$ cat config.mk
export PLATFORM = sky130hd
export DESIGN_NAME = int_add_sub_pipe
export DESIGN_NICKNAME = d
export VERILOG_FILES = /design/src/rtl/int_add_sub_pipe.sv
export SDC_FILE = /design/constraint.sdc
export NUM_CORES = 1
export LEC_CHECK = 0
export ABC_CLOCK_PERIOD_IN_PS = 5100
export CAP_MARGIN = 30
export CORE_ASPECT_RATIO = 1.1
export CORE_MARGIN = 2
export CORE_UTILIZATION = 44
export DETAILED_ROUTE_END_ITERATION = 7
export HOLD_SLACK_MARGIN = 0.06
export PLACE_DENSITY = 0.76
export REMOVE_ABC_BUFFERS = 1
export SLEW_MARGIN = 20
export SYNTH_ARGS = -nofsm -noshare
export SYNTH_HDL_FRONTEND = slang
export SYNTH_SLANG_ARGS = --single-unit
$ cat constraint.sdc
create_clock -name i_clk -period 5.1 [get_ports i_clk]
set_input_delay 1.53 -clock i_clk [delete_from_list [all_inputs] [get_ports i_clk]]
set_output_delay 1.53 -clock i_clk [all_outputs]
set_load 0.1 [all_outputs]
$ cat src/rtl/int_add_sub_pipe.sv
// int_add_sub_pipe
//   Pipelined integer adder/subtractor with optional signed saturation,
//   condition flags, a sideband tag and valid/ready handshake.
//   All arithmetic happens combinationally ahead of stage 1. Stages 2..STAGES
//   only delay result/flags/tag/valid. A single global enable stalls every
//   stage when the last stage holds a valid result that downstream refuses.
//
// Ports
//   i_clk     clock, rising edge
//   i_rst_n   synchronous active-low reset
//   i_valid   operation presented          o_ready   operation accepted this cycle
//   i_mode    00 add, 01 sub, 10 sat add, 11 sat sub
//   i_a, i_b  two's complement operands     i_tag     sideband tag
//   o_valid   result available              i_ready   downstream accepts result
//   o_result  result                        o_tag     tag of o_result
//   o_flags   {carry, overflow, zero, negative}
module int_add_sub_pipe #(
    parameter int WIDTH  = 32,
    parameter int STAGES = 2,
    parameter int TAG_W  = 5
) (
    input  logic             i_clk,
    input  logic             i_rst_n,
    input  logic             i_valid,
    output logic             o_ready,
    input  logic [1:0]       i_mode,
    input  logic [WIDTH-1:0] i_a,
    input  logic [WIDTH-1:0] i_b,
    input  logic [TAG_W-1:0] i_tag,
    output logic             o_valid,
    input  logic             i_ready,
    output logic [WIDTH-1:0] o_result,
    output logic [TAG_W-1:0] o_tag,
    output logic [3:0]       o_flags
);

    logic [WIDTH-1:0] b_x;
    logic [WIDTH:0]   sum;
    logic             ovf;
    logic [WIDTH-1:0] res_d;
    logic [3:0]       flags_d;
    logic             en;
    logic             in_xfer;

    logic [STAGES:1]             vld_pipe;
    logic [STAGES:1][WIDTH-1:0]  res_pipe;
    logic [STAGES:1][TAG_W-1:0]  tag_pipe;
    logic [STAGES:1][3:0]        flg_pipe;

    // Subtract is a + ~b + 1; the carry-in comes from mode[0] so one adder
    // serves both operations.
    always_comb begin
        b_x     = i_b ^ {WIDTH{i_mode[0]}};
        sum     = {1'b0, i_a} + {1'b0, b_x} + {{WIDTH{1'b0}}, i_mode[0]};
        ovf     = (i_a[WIDTH-1] == b_x[WIDTH-1]) && (sum[WIDTH-1] != i_a[WIDTH-1]);
        res_d   = sum[WIDTH-1:0];
        // On signed overflow the true result has the sign of a, so clamp
        // toward that side.
        if (i_mode[1] && ovf)
            res_d = i_a[WIDTH-1] ? {1'b1, {(WIDTH-1){1'b0}}}
                                 : {1'b0, {(WIDTH-1){1'b1}}};
        // carry/overflow are raw; zero/negative follow the final result.
        flags_d = {sum[WIDTH], ovf, (res_d == '0), res_d[WIDTH-1]};
    end

    // Whole pipe freezes only when the head holds a refused result; bubbles
    // are kept in place rather than collapsed.
    assign en      = !(vld_pipe[STAGES] && !i_ready);
    assign o_ready = en && i_rst_n;
    assign in_xfer = i_valid && o_ready;

    always_ff @(posedge i_clk) begin
        if (!i_rst_n) begin
            vld_pipe <= '0;
            res_pipe <= '0;
            tag_pipe <= '0;
            flg_pipe <= '0;
        end else if (en) begin
            // Data of a bubble is don't-care, so load it unconditionally.
            vld_pipe[1] <= in_xfer;
            res_pipe[1] <= res_d;
            tag_pipe[1] <= i_tag;
            flg_pipe[1] <= flags_d;
            for (int s = 2; s <= STAGES; s++) begin
                vld_pipe[s] <= vld_pipe[s-1];
                res_pipe[s] <= res_pipe[s-1];
                tag_pipe[s] <= tag_pipe[s-1];
                flg_pipe[s] <= flg_pipe[s-1];
            end
        end
    end

    assign o_valid  = vld_pipe[STAGES];
    assign o_result = res_pipe[STAGES];
    assign o_tag    = tag_pipe[STAGES];
    assign o_flags  = flg_pipe[STAGES];

endmodule

; After elaboration in Yosys (flattened, before gate mapping)
; Cells that the tools add are included.
[op_classes]
n_bitwise = 1
reduce_logical = 8
addsub = 2
eq_ne = 2
muxes = 2
[ops]
columns = operator, n
row1 = two-way mux 32 bit, 2
row2 = adder 32 x 32 -> 33 bit, 1
row3 = adder 33 x 1 -> 33 bit, 1
row4 = zero test 32 bit, 1
row5 = XOR 32 bit, 1
row6 = logical AND 1 bit, 5
row7 = zero test 1 bit, 2
row8 = == test 1 bit, 1
row9 = != test 1 bit, 1
[word_totals]
word_cells = 22
register_bits = 84
out_inout_bits = 43
inputBits = 75

; Depth between registers and ports, before layout
; Gate-level depths: netlist of run 1.
[depth]
ltp_word = 8
depth_mapped = 17
mapped_depth_nobuf = 13

; Least setup slack after synthesis of run 1
; No wires, ideal clock.
[synth_timing]
path_type = input port to flip-flop
startpoint = input port i_mode[0]
endpoint = register res_pipe[29] (netlist name)
setup_time_ns = 0.119
cell_stages = 17
required_ns = 4.981
slack_ns = 0.156
n_path_buf = 5
arrival_time_ns = 4.826
cell_sequence = clkbuf_1 -> buf_1 -> xor2_1 -> ha_1 -> buf_6 -> a21oi_4 -> o211ai_2 -> a31o_1 -> o31a_2 -> o2111ai_2 -> nand2_2 -> xnor2_1 -> nor2_2 -> buf_4 -> buf_6 -> nor2_1 -> o221a_2
[synth_between]
elab_chain_cells = 7
word_cells_on_any_way = 8
classes_between = add/sub (2) / eq/ne (2) / mux (1) / bitwise (1) / reduce/logical (2)
[synth_rtl]
columns = item, line
row1 = "start, declared", 26  ; input logic [1:0] i_mode,
row2 = XOR 32 bit, 53  ; b_x = i_b ^ {WIDTH{i_mode[0]}};
row3 = adder 32 x 32 -> 33 bit, 54  ; sum = {1'b0, i_a} + {1'b0, b_x} + {{WIDTH{1'b0}}, i_mode[0]};
row4 = adder 33 x 1 -> 33 bit, 54
row5 = != test 1 bit, 55  ; ovf = (i_a[WIDTH-1] == b_x[WIDTH-1]) && (sum[WIDTH-1] != i_a[WIDTH-1]);
row6 = logical AND 1 bit, 55
row7 = logical AND 1 bit, 59  ; if (i_mode[1] && ovf)
row8 = two-way mux 32 bit *, 59
row9 = "end signal, assigned by index", 86  ; res_pipe[s] <= res_pipe[s-1];
row10 = "end, declared", 46  ; logic [STAGES:1][WIDTH-1:0] res_pipe;
; Every way passes the cells marked *; elsewhere a longest branch is shown, timed or not.
; A chain may end at the register's enable or synchronous reset.

; Worst setup path after layout of run 1
[layout_timing]
startpoint = input port i_b[0]
endpoint = register flg_pipe[1] (netlist name)
[layout_between]
elab_chain_cells = 8
[layout_rtl]
columns = item, line
row1 = "start, declared", 28  ; input logic [WIDTH-1:0] i_b,
row2 = XOR 32 bit *, 53
row3 = adder 32 x 32 -> 33 bit *, 54
row4 = adder 33 x 1 -> 33 bit *, 54
row5 = != test 1 bit, 55
row6 = logical AND 1 bit, 55
row7 = logical AND 1 bit, 59
row8 = two-way mux 32 bit *, 59
row9 = zero test 32 bit *, 63  ; flags_d = {sum[WIDTH], ovf, (res_d == '0), res_d[WIDTH-1]};
row10 = "end signal, assigned by index", 88  ; flg_pipe[s] <= flg_pipe[s-1];
row11 = "end, declared", 48  ; logic [STAGES:1][3:0] flg_pipe;
; Marked as above.

==> metrics, run 1 <==
relative slew slack 0.342; Num CTS Buffers 9; Lkg Pwr about 3.0 nW; antenna cells 0; max-cap violations 0; Hold-fix buffers, CTS 0; DRT Pass-1 Iters 5; FMAX a little over 200 MHz; number of synthesized flops with an enable pin 0; CTS H-tree lvls 3; DP Wirelength between 10000 and 15000 um; Root Buffer clkbuf_16; gr usage total 0.226; Slew Viols, Final 0; worst endpoint data arrival time slightly above 5 ns; initial antenna violation count 0; Post-CTS Resized 0; clk_lat worst skew 0.33 ns; ys flop type dfxtp_1; Post-Syn Area a little under 6000 sq um; fin crit share 0.952; clk buf depth 2; grt ovf 0; Starting DRT DRC Count between 300 and 400; Setup Buffers After CTS 0; Avg Inst Size Synth 8.01 sq um; Avg Vias per Cell 5.49; I/O Buffers between 100 and 150; die width ~110 um; Area Growth Syn to Fin 28.8%; # placed instances roughly 980; CP max FO 7; first-pass GRT wire length between 20000 and 30000 um; crit path kind in2reg; Ys Warns 0; fraction of registers with async set/reset 0; critical path capture point type flip-flop; CTS tree yes; cell area power density 338 nW/um^2; Worst Skew between 0.005 and 0.006 ns; Min-Delay Path Class reg2reg; Core Area between 10000 and 15000 sq um; unrepaired setup endpoints after global routing false; Die H roughly 120 um; startpoint type of the worst setup path input port; HP Start res_pipe[1]; DIE AREA 14100 sq um; Vias approximately 5500; clk sinks 82; layout cells sized above 1 0.142; Final Util 0.586; CP startpoint i_b[0]; status completed; number of placement rows 43; worst r2r src vld_pipe[2]; worst slew pin tran between 0.9 and 1 ns; Reg clk slew, reported paths about 0.060 ns; Antenna Nets Post-Route 0; Tmin final just under 5 ns; Unique masters post-synth 68; number of global-route vias before repair between 5000 and 6000; NumNets Final about 940; hold slack 0.458 ns; drt drc 0; Routed WL roughly 16000 um; Worst Slack Setup Final around 0.24 ns; Peak supply drop 158 uV; Gate Count Post-Synth just over 700; setup TNS 0 ns; largest net degree at the start of global routing between 80 and 90; Starting Density 0.454; Hold Violations, Final 0; Final setup viols 0; CP Data Required Time 5.36 ns; RePlAce Congestion roughly 0.92; Routed WL per cell about 16 um; Seq/Total Area, Yosys 0.283; DP Worst Slack -0.130 ns; IO Pins about 120; #FFs+latches synth 82; post-route insts no fill just under 1000
-- worst paths after layout --
| kind | to | depth (start not counted) | slack, ns |
|---|---|---|---|
| min | res_pipe[1] | 2 | 0.46 |
| min reg2reg | res_pipe[1] | 2 | 0.46 |
| max reg2reg | res_pipe[18] | 5 | 3.11 |
| max | flg_pipe[1] | 15 | 0.24 |
-- layer usage --
metal | routed length [um] | GRT usage
met5 | 0 | 0
met4 | 284 | 0.0681
met3 | 441 | 0.0229
met2 | 8080 | 0.403
met1 | 7290 | 0.286
-- worst max-delay path, stage by stage --
cell and delay [ns]:
clkdlybuf4s50_1 0.56, mux2i_4 0.26, inv_1 0.07, fa_1 0.39, a21o_1 0.24, a221oi_4 0.22, buf_4 0.20, o31a_1 0.22
xnor2_1 0.14, a2111oi_4 0.35, nand4_1 0.13, nor4_1 0.36, and4_1 0.24, o211ai_1 0.08, o21ai_1 0.14
-- cell type report --
type,instances,area (sq um)
multi-input combinational,549,3640
tap,157,196
fill,1135,5290
sequential,82,1640
timing repair buffer,182,1680
inverter,9,33.8
clock inverter,4,27.5
clock buffer,12,246
-- cells by family after synthesis --
family	count (synthesis)	synth area share
flops	82	0.283
compound gates	210	0.269
buf+inv	92	0.0909
xor+xnor	52	0.0786
simple gates	251	0.199
mux	3	0.00734
fa+ha+maj	33	0.0726
-- through the flow --
stage | cell area, sq um | total power [mW]
5_1_grt | 7470 | 2.67
3_5_place_dp | 7170 | 1.94
4_1_cts | 7450 | 2.53
6_report | 7470 | 2.52
3_3_place_gp | 7170 | 1.94
2_1_floorplan | 5300 | 1.52
-- cell usage after synthesis, drive strengths merged (13+ instances only) --
| master | number | share of area |
|---|---|---|
| a21boi | 53 | 0.071 |
| a21oi | 36 | 0.034 |
| a31oi | 13 | 0.014 |
| buf | 49 | 0.063 |
| clkbuf | 34 | 0.022 |
| dfxtp | 82 | 0.28 |
| ha | 32 | 0.069 |
| nand2 | 132 | 0.086 |
| nand3 | 14 | 0.012 |
| nor2 | 39 | 0.026 |
| o21ai | 34 | 0.029 |
| o221a | 18 | 0.035 |
| xnor2 | 13 | 0.020 |
| xor2 | 39 | 0.059 |
-- power by group --
part,internal [mW],switching [mW]
sequential,0.729,0.0442
clock,0.342,0.244
combinational,0.449,0.716
total,1.52,1.00
-- cells in the final DEF, fill, tap and decap left out, types with 5 or more instances in the layout --
cell type,n
o211ai_1,10
inv_1,9
clkdlybuf4s50_1,114
a21o_1,9
nand4_1,11
nand3_1,14
o21a_1,7
and3_1,7
ha_1,32
a21boi_0,50
xor2_1,39
nor3_1,10
a31oi_1,13
a21oi_1,33
dfxtp_1,82
nand2b_1,5
o221a_2,18
clkbuf_16,9
and2_1,6
xnor2_1,13
nor2_1,38
or3_1,9
o21ai_0,32
buf_4,63
nand2_1,131
-- state kept, by name (all words and copies together) (netlist names) --
name      count
res_pipe     31
o_tag         5
o_result     31
o_flags       4
tag_pipe      5
vld_pipe      2
flg_pipe      4
Note: power is estimated with default switching activity, not from simulation.
==> run 2, diff against run 1 <==
- CORE_UTILIZATION: 44 -> 40
- PLACE_DENSITY: 0.76 -> 0.7
==> run 2 against run 1 <==
Against the previous run: critical path type unchanged; core utilization down 7.6 points; register-to-register slack better by 0.17 ns; sequential power about the same; worst setup slack about the same; power down 3.3%; die area up 9.7%; design area down 2.6%; non-clock buffer count down 31; flip-flop and latch count unchanged; sequential share of layout area up 0.58 points; clock skew about the same; via count down 5.0%; largest cell class unchanged.
==> metrics, run 2 (synthesized netlist as in run 1, its figures left out) <==
status completed; unrepaired setup endpoints after global routing false; Net Sw Frac 0.397; worst slew pin tran 1.00 ns; worst r2r src vld_pipe[2]; Vias approximately 5200; Starting DRT DRC Count ~340; Hold-fix buffers, CTS 0; DRT Pass-1 Iters 4; first-pass GRT wire length between 20000 and 25000 um; most frequent cells in the layout nand2_1 (131), clkdlybuf4s50_1 (114), dfxtp_1 (82), a21boi_0 (50), xor2_1 (39); Comb power frac 0.445; Reg clk slew, reported paths approximately 0.06 ns; Num CTS Buffers 9; Min-Delay Path Class reg2reg; gr usage total 0.180; worst reg2reg path depth 5; clk buf depth 2; P_sw about 0.97 mW; worst endpoint data arrival time 5.12 ns; Routed WL per cell about 14 um; Core Area around 14000 sq um; relative slew slack 0.328; cell area power density between 300 and 400 nW/um^2; HP Start o_result[10]; Tmin final approximately 4.9 ns; I/O Buffers around 120; post-route insts no fill 999; Reg-to-Reg End res_pipe[29]; Placed Area ~7000 sq um; RePlAce Congestion 0.861; Avg Vias per Cell slightly above 5; sequential power share 0.317; CTS H-tree lvls 3; most common cell after layout, fill and taps aside nand2_1; startpoint type of the worst setup path input port; die width roughly 120 um; initial antenna violation count 0; WHS Path Cells 2; number of global-route vias before repair roughly 4900; DIE AREA between 15000 and 20000 sq um; Area Growth Syn to Fin 25.5%; fin crit share 0.952; CP Data Required Time between 5 and 6 ns; post-route cell area ~7300 sq um; Hold Violations, Final 0; Final setup viols 0; Root Buffer clkbuf_16; FMAX slightly above 200 MHz; Die H approximately 130 um; NumNets Final 910; Worst Skew 0.00564 ns; Peak supply drop roughly 150 uV; grt ovf 0; hold slack 0.459 ns; setup TNS 0 ns; IO Pins ~120; Starting Density 0.406; clock share of power 0.238; internal cell power about 1.5 mW; Lkg Pwr around 2.9 nW; slowest cell delay on critical path about 0.56 ns; largest net degree at the start of global routing slightly below 90; Setup Buffers After CTS 0; Hold Path End o_result[10]; clk_lat worst skew 0.32 ns; DP Wirelength approximately 11000 um; antenna cells 0; number of placement rows 46; max-cap violations 0; crit path kind in2reg; Antenna Nets Post-Route 0; CP max FO 8; drt drc 0; clk sinks 82; crit-path cells clkdlybuf4s50_1 > mux2i_4 > inv_1 > fa_1 > a21o_1 > a221oi_4 > o31a_1 > xnor2_1 > a2111oi_4 > nand4_1 > nor4_1 > and4_1 > o211ai_1 > o21ai_1; Worst R2R Setup Slack ~3.3 ns; slowest CP cell clkdlybuf4s50_1; # placed instances between 900 and 1000; critical path capture point type flip-flop; Post-CTS Resized 0; layout cells sized above 1 0.110; Routed WL around 14000 um; Slew Viols, Final 0; CTS tree yes
==> run 2: cell types whose count changed in the layout (fill, tap and decap cells not counted) <==
cell,previous run,this run
buf_4,63,32
clkbuf_1,2,1
clkbuf_8,1,0
clkinv_2,1,2
clkinv_4,0,1
clkinvlp_4,3,2
inv_6,0,1
==> run 2: cell type report <==
cell class | instances | area (sq um)
clock buffer | 10 | 229
clock inverter | 6 | 42.5
fill | 1473 | 7000
inverter | 9 | 33.8
multi-input combinational | 549 | 3640
sequential | 82 | 1640
tap | 192 | 240
timing repair buffer | 151 | 1450
==> run 2: worst max-delay path by stage <==
stage / startpoint / endpoint / slack [ns] / depth (start not counted)
after floorplan: i_ready / o_ready / -0.40 / 2
after global placement: i_b[0] / flg_pipe[1] / 0.05 / 14
after detailed placement: i_b[0] / flg_pipe[1] / -0.06 / 14
after CTS: i_b[0] / flg_pipe[1] / 0.27 / 14
after global routing: i_b[0] / flg_pipe[1] / 0.08 / 14
final: i_b[0] / flg_pipe[1] / 0.24 / 14
==> run 2: metrics by stage <==
| stage | power (mW) | util | setup slack, ns |
|---|---|---|---|
| after detailed placement | 1.87 | 0.491 | -0.0634 |
| after global placement | 1.86 | 0.491 | 0.0536 |
| final | 2.44 | 0.510 | 0.242 |
| after global routing | 2.59 | 0.510 | 0.0755 |
| after CTS | 2.46 | 0.510 | 0.266 |
| after floorplan | 1.52 | - | -0.404 |
==> run 2: power groups by stage <==
stage / combinational (mW) / sequential, mW / clock [mW]
floorplan: 0.512 / 1.01 / 0
global placement: 1.08 / 0.787 / 0
detailed placement: 1.08 / 0.788 / 0
CTS: 1.09 / 0.775 / 0.596
global route: 1.18 / 0.786 / 0.620
finish: 1.09 / 0.775 / 0.580
==> run 2: per-layer routing <==
layer  up-vias  wire length (um)  global-route usage
met3        16               489              0.0149
met2       120              6700               0.315
li1       2703                 -                   -
met5         -                 0                   0
met4         0               185              0.0546
met1      2348              6600               0.237
==> run 2: worst max-delay path, delay by kind of cell <==
kind / cells / cell delay, ns
compound gates: 6 / 1.44
xor+xnor: 1 / 0.15
fa+ha+maj: 1 / 0.39
buf+inv: 2 / 0.63
mux: 1 / 0.27
simple gates: 3 / 0.71
==> RTL edit: new RTL, config.mk and constraints of run 1 <==
Register the output `o_flags`, without a reset; this adds one clock of latency there. The other outputs are not delayed to match.
--- a/src/rtl/int_add_sub_pipe.sv
+++ b/src/rtl/int_add_sub_pipe.sv
@@ -95,3 +95,5 @@
     assign o_tag    = tag_pipe[STAGES];
-    assign o_flags  = flg_pipe[STAGES];
+    always_ff @(posedge i_clk) begin
+        o_flags <= flg_pipe[STAGES];
+    end
 
Formal check against the unedited RTL: not equivalent (Yosys sat finds a counterexample within 4 cycles, from zero or initial values and one cycle with i_rst_n low).
==> RTL edit against run 1 <==
Wire length decreased by 7.4%; global-route usage shrank 1.5 points; largest cell class unchanged; sequential cell count grew 4; die area down 0.71%; area after synthesis down 0.73%; the flow now finishes with violations (design-rule violations); count of clock-buffer cells in the layout decreased by 2; sequential power rose by 4.1%; critical path type unchanged; register-to-register slack worse by 0.06 ns; total power up 4.9%; critical endpoint unchanged; highest routed layer unchanged; clock power rose by 19%; final area shrank 0.62%; worst setup slack worse by 0.035 ns; clock skew is 0.0048 ns higher.
==> RTL edit: results (changes against run 1) <==
Run status = complete, but fails checks (was finished, final reports clean)
Failing checks = design-rule violations
DRC violations left = 3 (was 0)
DRT iter0 DRCs = 366 (was 385)
R2R setup slack = 3.05 ns (was 3.11 ns)
Worst Max-Slew Pin Slew = 1.01 ns (was 0.984 ns)
Fraction of layout cells with a size suffix above 1 = 11.6% (was 14.2%)
Post-synthesis compound-gate area fraction = 25.5% (was 26.9%)
Layout Cells excl Fill = 1012 (was 995)
Synth Instances = 755 (was 723)
Post-DP HPWL = 11.5 mm (was 13.1 mm)
Sequential fraction of the synthesis area = 29.9% (was 28.3%)
Reg2Reg Depth = 7 (was 5)
Synth cell types = 66 (was 68)
Fill cells = 1190 (was 1135)
Placed cell area = 7040 µm² (was 7170 µm²)
R2r endpoint = flg_pipe[1]$_SDFFE_PN0N_ (was res_pipe[18]$_SDFFE_PN0N_)
Gr usage total = 21.2% (was 22.6%)
Fin nets = 958 (was 941)
Setup Skew = 0.0103 ns (was 0.00554 ns)
Largest net degree at the start of global routing = 65 (was 89)
VDD IR max = 0.161 mV (was 0.158 mV)
TritonRoute pass-1 iters = 7 (was 5)
Via count = 5492 (was 5461)
Post-Synth XOR/XNOR Area = 8.68% (was 7.86%)
RTL edit: layer usage:
metal	routed length [µm]	GRT usage, %	vias to the layer above
li1	-	-	2797
met1	6860	28.9	2518
met2	7210	35.3	159
met3	636	2.48	18
met4	188	6.48	0
met5	0	0	-
RTL edit: layout make-up:
class                      instances  area (µm²)  area share [%]
multi-input combinational        570        3540            47.7
tap                              157         196            2.65
clock buffer                      10         229            3.09
sequential                        86        1720            23.2
clock inverter                     6        93.8            1.26
inverter                          13        48.8           0.658
timing repair buffer             170        1590            21.4
RTL edit: stage by stage:
step | setup WS, ns | hold slack (ns) | utilization (%) | setup TNS (ns) | total power (W)
floorplan | -1.38 | 0.331 | - | -2.11 | 0.00156
global placement | -0.128 | 0.336 | 55.4 | -0.128 | 0.00193
detailed placement | -0.255 | 0.338 | 55.4 | -0.277 | 0.00193
CTS | 0.0801 | 0.351 | 58.0 | 0 | 0.00263
global route | 0.0350 | 0.362 | 58.4 | 0 | 0.00279
finish | 0.208 | 0.350 | 58.4 | 0 | 0.00265
RTL edit: kinds of logic (layout without fill, tap and decap cells):
| logic type | Yosys count | after routing |
|---|---|---|
| AOI/OAI and AO/OA | 235 | 235 |
| xor gates and xnor gates | 57 | 57 |
| adders and majority gates | 33 | 33 |
| buffers and inverters | 99 | 199 |
| DFF | 86 | 86 |
| muxes | 2 | 2 |
| and+or+nand+nor | 243 | 243 |
RTL edit: critical path, stage by stage:
cell             delay [ns]
clkdlybuf4s50_1        0.45
mux2i_1                0.21
inv_1                  0.08
fa_1                   0.38
a21o_1                 0.22
a221oi_4               0.38
xnor2_2                0.13
nor4_2                 0.14
nand3_1                0.12
nor4_2                 0.32
nand4_1                0.15
o41a_1                 0.43
a2111o_1               0.42
o31ai_2                0.20
RTL edit: worst max-delay path by stage:
stage | slack [ns] | startpoint | to | cells after the start
global placement | -0.13 | i_b[0] | flg_pipe[1]$_SDFFE_PN0N_ | 14
CTS | 0.08 | i_b[0] | flg_pipe[1]$_SDFFE_PN0N_ | 14
detailed placement | -0.25 | i_b[0] | flg_pipe[1]$_SDFFE_PN0N_ | 14
global route | 0.03 | i_b[4] | flg_pipe[1]$_SDFFE_PN0N_ | 14
finish | 0.21 | i_a[0] | flg_pipe[1]$_SDFFE_PN0N_ | 14
floorplan | -1.38 | i_ready | o_ready | 2
RTL edit: power by group:
part           leakage [nW]  switching (W)  internal, W
clock                 0.153       0.000266     0.000432
sequential            0.710      0.0000440     0.000761
combinational          2.11       0.000711     0.000435
RTL edit: repair_timing:
| action | CTS | global route |
|---|---|---|
| buffers inserted | 0 | 1 |
| endpoints found under the setup margin | 0 | 1 |
| hold buffers | 0 | 0 |
| resized for setup | 0 | 9 |
